## src/rtl/axi_wr_slave.sv

```systemverilog
// rtl/axi_wr_slave.sv - single-outstanding AXI write slave driving a word-wide memory port
//
// Accepts one AW burst at a time, turns each accepted W beat into a one-cycle
// memory write at the current beat address, and returns a single B response.
// Bursts that are illegal for this slave, and beats with a foreign ID, are
// reported as SLVERR without being written.
//
// Ports:
//   clk, reset                  sole clock (rising edge); synchronous active-high reset
//   aw* (valid/ready/id/addr/len/size/burst)   write-address channel
//   w*  (valid/ready/id/data/strb/last)        write-data channel
//   b*  (valid/ready/id/resp)                  write-response channel
//   mem_we, mem_addr, mem_wdata, mem_wstrb     memory write port, word addressed
module axi_wr_slave #(
  parameter int DATA_W = 32,
  parameter int ADDR_W = 32,
  parameter int ID_W   = 4,
  parameter int LEN_W  = 4,
  parameter int MEM_AW = 10
) (
  input  logic                clk,
  input  logic                reset,

  input  logic                awvalid,
  output logic                awready,
  input  logic [ID_W-1:0]     awid,
  input  logic [ADDR_W-1:0]   awaddr,
  input  logic [LEN_W-1:0]    awlen,
  input  logic [2:0]          awsize,
  input  logic [1:0]          awburst,

  input  logic                wvalid,
  output logic                wready,
  input  logic [ID_W-1:0]     wid,
  input  logic [DATA_W-1:0]   wdata,
  input  logic [DATA_W/8-1:0] wstrb,
  input  logic                wlast,

  output logic                bvalid,
  input  logic                bready,
  output logic [ID_W-1:0]     bid,
  output logic [1:0]          bresp,

  output logic                mem_we,
  output logic [MEM_AW-1:0]   mem_addr,
  output logic [DATA_W-1:0]   mem_wdata,
  output logic [DATA_W/8-1:0] mem_wstrb
);

  localparam int STRB_W   = DATA_W / 8;
  localparam int SIZE_MAX = $clog2(STRB_W);

  localparam logic [1:0] BURST_FIXED = 2'b00;
  localparam logic [1:0] BURST_WRAP  = 2'b10;
  localparam logic [1:0] BURST_RSVD  = 2'b11;

  typedef enum logic [1:0] {
    IDLE = 2'd0,
    DATA = 2'd1,
    RESP = 2'd2
  } state_t;

  state_t              state_q, state_d;
  logic [ID_W-1:0]     id_q, id_d;
  logic [ADDR_W-1:0]   addr_q, addr_d;
  logic [LEN_W-1:0]    len_q, len_d;
  logic [LEN_W-1:0]    count_q, count_d;
  logic [2:0]          size_q, size_d;
  logic [1:0]          burst_q, burst_d;
  // bad_q: whole burst is illegal, so every beat is dropped.
  // err_q: something went wrong somewhere; only affects bresp.
  logic                bad_q, bad_d;
  logic                err_q, err_d;

  logic                aw_fire;
  logic                w_fire;
  logic                aw_bad;
  logic                at_len;
  logic                wid_ok;
  logic [ADDR_W-1:0]   step;
  logic [ADDR_W-1:0]   wrap_mask;
  logic [ADDR_W-1:0]   addr_next;

  // Handshake readies are also held low while reset is asserted so nothing
  // is accepted or written during the reset cycle itself.
  assign awready = (state_q == IDLE) && !reset;
  assign wready  = (state_q == DATA) && !reset;
  assign bvalid  = (state_q == RESP);
  assign bid     = id_q;
  assign bresp   = (bvalid && err_q) ? 2'b10 : 2'b00;

  assign aw_fire = awvalid && awready;
  assign w_fire  = wvalid && wready;
  assign wid_ok  = (wid == id_q);
  assign at_len  = (count_q == len_q);

  assign mem_we    = w_fire && !bad_q && wid_ok;
  assign mem_addr  = MEM_AW'(addr_q >> SIZE_MAX);
  assign mem_wdata = wdata;
  assign mem_wstrb = wstrb;

  // Legality of the incoming burst, evaluated on the raw AW fields.
  always_comb begin
    aw_bad = 1'b0;
    if (awsize > 3'(SIZE_MAX)) begin
      aw_bad = 1'b1;
    end
    if (awburst == BURST_RSVD) begin
      aw_bad = 1'b1;
    end
    if (awburst == BURST_WRAP) begin
      if (!((32'(awlen) == 32'd1) || (32'(awlen) == 32'd3) ||
            (32'(awlen) == 32'd7) || (32'(awlen) == 32'd15))) begin
        aw_bad = 1'b1;
      end
      if ((awaddr & ((ADDR_W'(1) << awsize) - ADDR_W'(1))) != '0) begin
        aw_bad = 1'b1;
      end
    end
  end

  // Next beat address. For WRAP the window is (len+1)<<size bytes; the bits
  // above the window are frozen and only the in-window offset increments.
  always_comb begin
    step      = ADDR_W'(1) << size_q;
    wrap_mask = ((ADDR_W'(len_q) + ADDR_W'(1)) << size_q) - ADDR_W'(1);
    case (burst_q)
      BURST_FIXED: addr_next = addr_q;
      BURST_WRAP:  addr_next = (addr_q & ~wrap_mask) | ((addr_q + step) & wrap_mask);
      default:     addr_next = addr_q + step;
    endcase
  end

  always_comb begin
    state_d = state_q;
    id_d    = id_q;
    addr_d  = addr_q;
    len_d   = len_q;
    count_d = count_q;
    size_d  = size_q;
    burst_d = burst_q;
    bad_d   = bad_q;
    err_d   = err_q;

    case (state_q)
      IDLE: begin
        if (aw_fire) begin
          id_d    = awid;
          addr_d  = awaddr;
          len_d   = awlen;
          size_d  = awsize;
          burst_d = awburst;
          count_d = '0;
          bad_d   = aw_bad;
          err_d   = aw_bad;
          state_d = DATA;
        end
      end

      DATA: begin
        if (w_fire) begin
          addr_d = addr_next;
          if (!wid_ok) begin
            err_d = 1'b1;
          end
          // wlast must coincide exactly with the final counted beat.
          if (wlast != at_len) begin
            err_d = 1'b1;
          end
          if (at_len || wlast) begin
            state_d = RESP;
          end else begin
            count_d = count_q + LEN_W'(1);
          end
        end
      end

      RESP: begin
        if (bready) begin
          state_d = IDLE;
        end
      end

      default: begin
        state_d = IDLE;
      end
    endcase
  end

  always_ff @(posedge clk) begin
    if (reset) begin
      state_q <= IDLE;
      id_q    <= '0;
      addr_q  <= '0;
      len_q   <= '0;
      count_q <= '0;
      size_q  <= '0;
      burst_q <= '0;
      bad_q   <= 1'b0;
      err_q   <= 1'b0;
    end else begin
      state_q <= state_d;
      id_q    <= id_d;
      addr_q  <= addr_d;
      len_q   <= len_d;
      count_q <= count_d;
      size_q  <= size_d;
      burst_q <= burst_d;
      bad_q   <= bad_d;
      err_q   <= err_d;
    end
  end

endmodule

```

## config.mk

```make
export PLATFORM = sky130hd
export DESIGN_NAME = axi_wr_slave
export DESIGN_NICKNAME = d
export VERILOG_FILES = /design/src/rtl/axi_wr_slave.sv
export SDC_FILE = /design/constraint.sdc
export NUM_CORES = 1
export LEC_CHECK = 0
export ABC_AREA = 1
export BUFFER_PORTS_ARGS = -buffer_cell sky130_fd_sc_hd__buf_2
export CAP_MARGIN = 20
export CELL_PAD_IN_SITES_DETAIL_PLACEMENT = 1
export CELL_PAD_IN_SITES_GLOBAL_PLACEMENT = 1
export CORE_ASPECT_RATIO = 1.2
export CORE_MARGIN = 2
export CORE_UTILIZATION = 28
export DETAILED_ROUTE_END_ITERATION = 8
export MAX_ROUTING_LAYER = met4
export PLACE_DENSITY = 0.77
export SETUP_SLACK_MARGIN = 0.15
export SYNTH_ARGS = -nofsm -noshare
export SYNTH_HDL_FRONTEND = slang
export SYNTH_SLANG_ARGS = --single-unit
```

## constraint.sdc

```tcl
create_clock -name clk -period 2.15 [get_ports clk]
set_input_delay 0.43 -clock clk [delete_from_list [all_inputs] [get_ports clk]]
set_output_delay 0.43 -clock clk [all_outputs]
set_load 0.005 [all_outputs]
```

# Word-level counts from Yosys, hierarchy flattened
# Cells that the tools add are included.
# totals
inputBits	91
mem_bits_ro	0
wordCells	88
latch_bits	0
ff_bits	53
ram_bits	0
memories	0
# op_classes
reduce_logical	22
mul	0
bitwise_logic	5
eq_ne	19
n_div	0
shifts	3
n_lt_le_gt_ge	1
add_sub_neg	5
mux	24
# ops
op	count
one-hot mux 32 bit (2 select lines)	2
AND 32 bit	3
2-to-1 mux 32 bit	2
<< shifter 1 x 3 -> 32 bit, first input constant	2
subtractor 32 x 1 -> 32 bit, second input constant	2
adder 32 bit	1
inverter 32 bit	1
bitwise OR 32 bit	1
nonzero test 32 bit	1
<< shifter 5 x 3 -> 32 bit	1
AND reduction 4 bit	4
2-to-1 mux 4 bit	3
2-to-1 mux 2 bit	5
2-to-1 mux 1 bit	9
== test 2 bit, second input constant	4
== test 4 bit	2
!= test 2 bit, second input constant	4
one-hot mux 4 bit (2 select lines)	1
logical AND 1 bit	7
one-hot mux 2 bit (3 select lines)	1
adder 4 x 1 -> 5 bit, second input constant	1
adder 4 x 1 -> 4 bit, second input constant	1
== test 4 x 1 -> 1 bit, second input constant	1
== test 4 x 2 -> 1 bit, second input constant	1
other kinds (13)	19

# Logic depth before layout (Yosys ltp)
# Gate-level depths: netlist of the first run.
# depth
ltp_word	9
ltp_mapped	18

# Least setup slack after synthesis of the first run
# No wires, ideal clock.
# synth_path
kind	register -> register
startpoint	register size_q[1]
endpoint	register (tool-made name)
setup_slack_ns	0.047
path_buffers	1
arrival_time_ns	2.039
path_stages_with_launch	15
required_time_ns	2.086
period_less_slack_ns	2.103
path_cell_list	dfxtp_1 > buf_2 > nand2_1 > nor2_1 > ha_1 > a21oi_1 > o21ai_0 > a21oi_1 > o21ai_0 > a21oi_1 > o21a_1 > nand2_1 > o21ai_0 > nor2_1 > nor2_1
# synth_rtl
item	line_no	text
from (decl)	68	logic [2:0] size_q, size_d;
from (signal assigned)	207	size_q <= size_d;

==> impl_results.md, run 1 <==
- Final Net Count: 689
- Vias in the first global route: 4,050
- Async SR Flop Fraction: 0%
- Post-synthesis cell count: 517
- Crit-path cells: clkinvlp_4 > buf_4 > buf_4 > nand2_2 > ha_4 > nand2_2 > inv_2 > nand2_2 > inv_2 > nand2_2 > o211ai_1 > nand3_1 > nand2_1 > nor2_1
- GRT Overall Usage: 20.6%
- Fin crit share: 109%
- Post-synth EDFFs: 0
- Max Cap Viol: 0
- Setup Skew: 0.00881 ns
- Layout cells sized above 1: 37.6%
- TNS Setup: -0.423 ns
- CP max FO: 10
- Post-synth cell types: 43
- CTS tree: built
- Post-synthesis area per instance: 6.18 µm²
- Violated checks: setup timing
- Critical path class: reg -> reg
- Hold crit path type: in -> reg
- Peak supply drop: 0.285 mV
- GRT overflow: 0
- Worst R2R Setup Slack: -0.19 ns
- CP Capture Type: flip-flop
- First-pass GRT wire length: 19,500 µm
- Reg2Reg Depth: 14
- Post-synth top area cell: dfxtp_1
- Via/cell ratio: 5.13
- Ports: 147
- DP HPWL: 8640 µm
- Root Buffer: clkbuf_16
- CP Launch Type: flip-flop
- Hold path depth: 3
- Max Slew Vio Count: 0
- Min Tclk post-route: 2.34 ns
- Worst-case clock buffer depth: 2
- Post-DRT Antenna Nets: 0
- Post-synthesis cell area: 3190 µm²
- Status: finished with violations
- Clock sink total: 33
- Primary FF master, synth: dfxtp_1
- Drt total wl: 13,500 µm
- Most numerous cell in the Yosys netlist: nand2_1
- Wire per inst: 18.2 µm
- Die width: 101 µm
- Commonest cells post-synth: nand2_1, nand3_1, inv_1
- Required time of the worst setup path: 2.32 ns
- Data arrival, critical path: 2.52 ns
- Final hold viol count: 0
- Std-Cell Rows: 42
- DRT iter0 DRCs: 236
- Max Clock Freq: 0.427 GHz
- Initial antenna violation count: 0
- Largest net degree at the start of global routing: 16
- Ys Warns: 0
- CP peak stage delay: 0.39 ns
- Die Ht: 121 µm
- Setup-failing EPs final: 6
- CP dominant cell by count: nand2_2
- DRT Pass-1 Iters: 4
- PwrDens: 716 nW/µm²
- #FFs+latches synth: 33
- Critical Path Source: size_q[2]
- Core area: 11,100 µm²
- Pre-CTS setup slack: -0.176 ns
- Number of diodes: 0
- R2r startpoint: size_q[2]
- CTS clk-pin slew, worst paths: 0.07 ns
- Via count: 3,793
- Post-synth top area share: 20.7%
- Slowest CP cell: dfxtp_4
- Initial Util: 28.8%
- Worst skew pair latency: 0.29 ns
- CTS Buf Count: 5
- Synth area leaders: dfxtp_1, nand2_1, buf_4
- Placer congestion estimate: 0.893
- Synthesized Nets: 622
- H-Tree Depth: 2
- Quantity of I/O buffers inserted on ports: 56
- Unrepaired setup endpoints after global routing: yes
- Seq/Total Area, Yosys: 20.7%
- Full die area: 12,300 µm²
- Area Overhead vs Synth: 35.9%
- Static leakage: 2.05 nW
- Worst setup margin: -0.193 ns
- DRC Markers: 0
==> cell families (layout without fill, tap and decap cells) <==
| group | count (synthesis) | in the layout | share of synthesized area (%) |
|---|---|---|---|
| compound gates | 76 | 76 | 14.3 |
| fa+ha+maj | 14 | 14 | 5.72 |
| flops | 33 | 33 | 20.7 |
| other cells | 1 | 1 | 0.117 |
| simple gates | 264 | 264 | 35.9 |
| buf+inv | 116 | 184 | 19.6 |
| mux | 1 | 1 | 0.313 |
| xor+xnor | 12 | 12 | 3.29 |
==> how the worst min path moves through the flow <==
stage	startpoint	slack, ns	endpoint
after detailed placement	flip-flop	0.48	flip-flop
final	awid[1]	0.34	bid[1]
after global placement	flip-flop	0.46	flip-flop
after global routing	awid[0]	0.36	bid[0]
after CTS	awid[1]	0.35	bid[1]
after floorplan	flip-flop	0.44	flip-flop
==> cell usage in the layout (no fill, tap or decap), drive strengths merged, types with 6 or more instances in the layout <==
master and n:
nand2 127, buf 121, nand3 69, inv 53
nor2 45, o21ai 35, dfxtp 33, a21oi 22
ha 13, nand4 8, nor3 8, xor2 7
clkbuf 6
==> layout make-up <==
cell class / instances / area [µm²]
tap: 154 / 193
inverter: 55 / 210
sequential: 33 / 677
timing repair buffer: 121 / 788
multi-input combinational: 368 / 2290
fill: 1445 / 6750
clock inverter: 2 / 37.5
clock buffer: 6 / 139
==> what timing repair did <==
item,CTS,global route
setup endpoints to repair,11,12
pin swaps,25,24
hold buffers,0,0
buffers inserted,9,8
resized for setup,56,51
hold endpoints to repair,0,0
==> metrics by stage <==
step                instances  area, µm²  power, mW  hold WS, ns  util [%]
floorplan                 517       3210       1.51        0.441         -
detailed placement        714       3610       1.83        0.475      32.6
global route              739       4340       3.27        0.359      39.1
CTS                       731       4070       2.86        0.347      36.7
global placement          714       3610       1.77        0.457      32.6
finish                    739       4340       3.11        0.342      39.1
==> worst max-delay path, delay by kind of cell, from the launching register on <==
| family | cells | cell delay [ns] |
|---|---|---|
| buf+inv | 5 | 0.69 |
| flops | 1 | 0.39 |
| fa+ha+maj | 1 | 0.17 |
| simple gates | 7 | 0.68 |
| compound gates | 1 | 0.29 |
==> power breakdown <==
part           switching, mW  internal (mW)
sequential             0.103          0.694
clock                  0.333          0.580
combinational          0.817          0.580
==> routing by layer <==
metal | share of wire (%) | track usage (%) | vias up
met5 | 0 | - | -
li1 | - | - | 1791
met4 | 3.0 | 6.59 | 0
met2 | 54 | 37.7 | 134
met3 | 4.1 | 4.38 | 42
met1 | 39 | 21.9 | 1826
(Power assumes the default switching activity.)
==> run 2: changes to the inputs <==
--- a/config.mk
+++ b/config.mk
@@ -15,7 +15,7 @@
 export CORE_UTILIZATION = 28
 export DETAILED_ROUTE_END_ITERATION = 8
 export MAX_ROUTING_LAYER = met4
-export PLACE_DENSITY = 0.77
+export PLACE_DENSITY_LB_ADDON = 0.1
 export SETUP_SLACK_MARGIN = 0.15
 export SYNTH_ARGS = -nofsm -noshare
 export SYNTH_HDL_FRONTEND = slang
==> run 2 against run 1 <==
Compared with the run above: the run now ends clean; cell count increased by 1.2%; combinational power shrank 6%; sequential cell count did not move; wire length decreased by 18%; highest routed layer unchanged.
==> impl_results.md, run 2 (synthesis results as in run 1) <==
- Status: complete, no violations
- Critical path class: reg -> reg
- Root Buffer: clkbuf_16
- Fin area: 4380 µm²
- Std-Cell Rows: 42
- Quantity of I/O buffers inserted on ports: 56
- Via/cell ratio: 4.71
- CTS tree: built
- Clock sink total: 33
- Max Cap Viol: 0
- Switch share: 37.5%
- Initial antenna violation count: 0
- Full die area: 12,300 µm²
- Commonest cells after routing, fill and taps aside: nand2_1, buf_4, buf_2, nand3_1, inv_1
- CTS Buf Count: 5
- Post-DRT Antenna Nets: 0
- Peak supply drop: 0.308 mV
- Layout cells sized above 1: 39.7%
- Required time of the worst setup path: 2.33 ns
- Family with the most delay on the worst path: simple AND/OR/NAND/NOR gates
- Crit-path cells: nor3_4 > ha_2 > fa_2 > nand3_2 > nand2_2 > nand4_1 > o211ai_1 > buf_4 > xor2_1 > nor2_1 > nand2_1 > nand2_1 > nor2_2 > nor2_1
- Final hold viol count: 0
- DP HPWL: 8650 µm
- Via count: 3,520
- Static leakage: 2.09 nW
- CP peak stage delay: 0.37 ns
- Hold crit path type: in -> reg
- Max Slew Vio Count: 0
- Worst-case clock buffer depth: 2
- H-Tree Depth: 2
- CP max FO: 6
- DRT iter0 DRCs: 79
- Initial Util: 28.8%
- Vias in the first global route: 3,640
- CP Launch Type: flip-flop
- Combinational power share: 44.0%
- Slowest CP cell: dfxtp_4
- Finished Core Util: 39.5%
- Die width: 101 µm
- TNS Setup: 0 ns
- Die Ht: 121 µm
- Setup-failing EPs final: 0
- GRT overflow: 0
- DRT Pass-1 Iters: 4
- Area Overhead vs Synth: 37.2%
- Ports: 147
- Fin crit share: 95.9%
- PwrDens: 680 nW/µm²
- Clock share of power: 29.5%
- Worst skew pair latency: 0.28 ns
- CP Capture Type: flip-flop
- Share of total power in sequential cells: 26.5%
- Internal Pwr Total: 1.86 mW
- CTS clk-pin slew, worst paths: 0.06 ns
- First-pass GRT wire length: 17,800 µm
- Min Tclk post-route: 2.06 ns
- Data arrival, critical path: 2.24 ns
- CP Buf/Inv Count: 1
- Core area: 11,100 µm²
- Psw: 1.12 mW
- Setup Skew: 0.00801 ns
- Max Clock Freq: 0.485 GHz
- Unrepaired setup endpoints after global routing: yes
- Total power: 2.98 mW
- Number of diodes: 0
- Placer congestion estimate: 0.855
- Most common cell after layout, fill and taps aside: nand2_1
- Wire per inst: 14.7 µm
- Final Net Count: 698
- Drt total wl: 11,000 µm
- Dpl cell area: 3680 µm²
- Largest net degree at the start of global routing: 18
- GRT Overall Usage: 18.9%
- DRC Markers: 0
run 2: cell types whose count changed in the layout (fill, tap and decap cells not counted), moves of 3 or more:
cell     previous run  this run
nand3_1            61        51
buf_4              62        71
nand3_2             8        17
nor2_2              4        10
nor2_4             10         5
ha_4                8         5
inv_1              45        48
run 2: area by class of cell:
| type | instances | area [µm²] |
|---|---|---|
| clock inverter | 2 | 37.5 |
| sequential | 33 | 679 |
| clock buffer | 6 | 139 |
| inverter | 55 | 206 |
| timing repair buffer | 130 | 847 |
| multi-input combinational | 368 | 2280 |
| tap | 154 | 193 |
| fill | 1447 | 6710 |
run 2: worst paths after layout:
path | from | end | slack, ns | depth (start not counted)
worst max-delay path | size_q[2] | flip-flop | 0.09 | 14
worst min-delay path | awid[1] | bid[1] | 0.34 | 3
worst max register to register | size_q[2] | flip-flop | 0.09 | 14
worst min register to register | bid[0] | bid[0] | 0.48 | 2
run 2: tightest hold or removal path: cells and delay by family:
kind	cells	cell delay [ns]
buf+inv	1	0.07
simple gates	2	0.09
run 2: through the flow:
step                worst slack (ns)  instances  hold slack [ns]
floorplan                      0.148        517            0.441
global placement              -0.163        723            0.463
detailed placement            -0.164        723            0.474
CTS                           0.0876        744            0.334
global route                  -0.149        748            0.366
finish                        0.0871        748            0.341
run 2: timing repair:
item | 4_1_cts | 5_1_grt
resized for setup | 71 | 37
hold endpoints to repair | 0 | 0
pin swaps | 24 | 10
buffers inserted | 13 | 4
endpoints found under the setup margin | 10 | 12
hold buffers | 0 | 0
run 2: layer usage:
layer,up-vias,routed length (µm),GRT usage [%]
met5,-,0,-
met4,0,138,4.22
met3,10,261,2.19
met2,59,5900,34.8
met1,1648,4730,21.8
li1,1803,-,-
run 2: power groups by stage:
stage / sequential, mW / combinational [mW] / clock, mW
after global routing: 0.802 / 1.46 / 0.931
final: 0.789 / 1.31 / 0.879
after detailed placement: 0.787 / 1.08 / 0
after floorplan: 0.764 / 0.742 / 0
after global placement: 0.784 / 1.06 / 0
after CTS: 0.783 / 1.25 / 0.908
==> run 3: changes to the inputs <==
--- a/config.mk
+++ b/config.mk
@@ -13,6 +13,7 @@
 export CORE_ASPECT_RATIO = 1.2
 export CORE_MARGIN = 2
 export CORE_UTILIZATION = 28
+export CTS_BUF_LIST = sky130_fd_sc_hd__clkbuf_16
 export DETAILED_ROUTE_END_ITERATION = 8
 export MAX_ROUTING_LAYER = met4
 export PLACE_DENSITY_LB_ADDON = 0.1
==> run 3 against run 2 <==
Compared with the run above: clock-buffer cell count down 1; clock skew about the same; utilization down 0.090 points; cell count unchanged; worst setup slack worse by 0.00086 ns; wire length up 0.20%; global-route usage about the same; via count up 0.26%.
==> impl_results.md, run 3 (synthesis results as in run 1) <==
- Status: complete, no violations
- Std-Cell Rows: 42
- Clock sink total: 33
- Via count: 3,529
- Initial antenna violation count: 0
- Layout cells sized above 1: 39.6%
- GRT Overall Usage: 18.9%
- H-Tree Depth: 2
- Number of diodes: 0
- Required time of the worst setup path: 2.33 ns
- Post-DRT Antenna Nets: 0
- Initial Util: 28.8%
- Unrepaired setup endpoints after global routing: yes
- DP HPWL: 8650 µm
- Hold crit path type: in -> reg
- CP max FO: 6
- Placer congestion estimate: 0.855
- Final hold viol count: 0
- Reg2Reg Depth: 14
- Most common cell after layout, fill and taps aside: nand2_1
- Ports: 147
- Full die area: 12,300 µm²
- Commonest cells after routing, fill and taps aside: nand2_1, buf_4, buf_2, nand3_1, inv_1
- Critical Path Source: size_q[2]
- Final Net Count: 698
- Max Cap Viol: 0
- CTS Buf Count: 5
- Die Ht: 121 µm
- Setup-failing EPs final: 0
- Via/cell ratio: 4.72
- Root Buffer: clkbuf_16
- First-pass GRT wire length: 17,900 µm
- Static leakage: 2.09 nW
- CTS clk-pin slew, worst paths: 0.06 ns
- Peak supply drop: 0.311 mV
- Post-Layout Cell Count: 748
- Worst-case clock buffer depth: 2
- R2r startpoint: size_q[2]
- CTS tree: built
- Area Overhead vs Synth: 36.9%
- Fin crit share: 96.0%
- CP Launch Type: flip-flop
- Core area: 11,100 µm²
- Data arrival, critical path: 2.25 ns
- DRT Pass-1 Iters: 4
- DRT iter0 DRCs: 75
- Critical path class: reg -> reg
- Dpl cell area: 3680 µm²
- Total power: 2.95 mW
- Worst R2R Setup Slack: 0.09 ns
- Min Tclk post-route: 2.06 ns
- Largest net degree at the start of global routing: 18
- GRT overflow: 0
- Vias in the first global route: 3,648
- Die width: 101 µm
- Worst skew pair latency: 0.28 ns
- Fin area: 4370 µm²
- Setup Skew: 0.00780 ns
- Drt total wl: 11,000 µm
- DRC Markers: 0
- Dpl cells: 723
- Quantity of I/O buffers inserted on ports: 56
- TNS Setup: 0 ns
- Finished Core Util: 39.4%
- CP Capture Type: flip-flop
- Wire per inst: 14.8 µm
- Max Clock Freq: 0.485 GHz
- Max Slew Vio Count: 0
- PwrDens: 675 nW/µm²
[run 3: final cells by class]
type | instances | area, µm²
tap | 154 | 193
clock buffer | 5 | 125
sequential | 33 | 679
clock inverter | 3 | 41.3
fill | 1449 | 6720
inverter | 55 | 206
multi-input combinational | 368 | 2280
timing repair buffer | 130 | 847
[run 3: worst min path at each step]
stage                          from   endpoint  cells after the start
final                       awid[1]     bid[1]                      3
after global routing        awid[0]     bid[0]                      3
after CTS                   awid[1]     bid[1]                      3
after detailed placement  flip-flop  flip-flop                      2
after global placement    flip-flop  flip-flop                      2
after floorplan           flip-flop  flip-flop                      2
[run 3: per-stage QoR]
stage / hold slack (ns) / setup slack [ns]
floorplan: 0.441 / 0.148
global placement: 0.463 / -0.163
detailed placement: 0.474 / -0.164
CTS: 0.335 / 0.0876
global route: 0.367 / -0.149
finish: 0.337 / 0.0863
[run 3: worst max-delay path, cell delays in order, from the launching register on]
cell      delay (ns)
dfxtp_4         0.37
nor3_4          0.21
ha_2            0.22
fa_2            0.21
nand3_2         0.08
nand2_2         0.08
nand4_1         0.08
o211ai_1        0.13
buf_4           0.16
xor2_1          0.15
nor2_1          0.06
nand2_1         0.06
nand2_1         0.05
nor2_2          0.07
nor2_1          0.04
[run 3: layer usage]
layer	routed length, µm	GRT usage, %	share of wire (%)	vias to the layer above
met5	0	-	0	-
met4	170	4.22	1.5	0
met3	270	2.19	2.4	12
met2	5890	34.8	53	62
met1	4720	21.8	43	1651
li1	-	-	-	1804
[run 3: report_power, final]
part,internal [mW],switching (mW)
Sequential,0.694,0.0942
Clock,0.543,0.306
Combinational,0.589,0.723
Total,1.83,1.12
[run 3: what timing repair did]
action,CTS,global route
hold buffers,0,0
endpoints found under the hold margin,0,0
buffers inserted,13,4
pin swaps,24,10
resized for setup,71,37
setup endpoints to repair,10,12
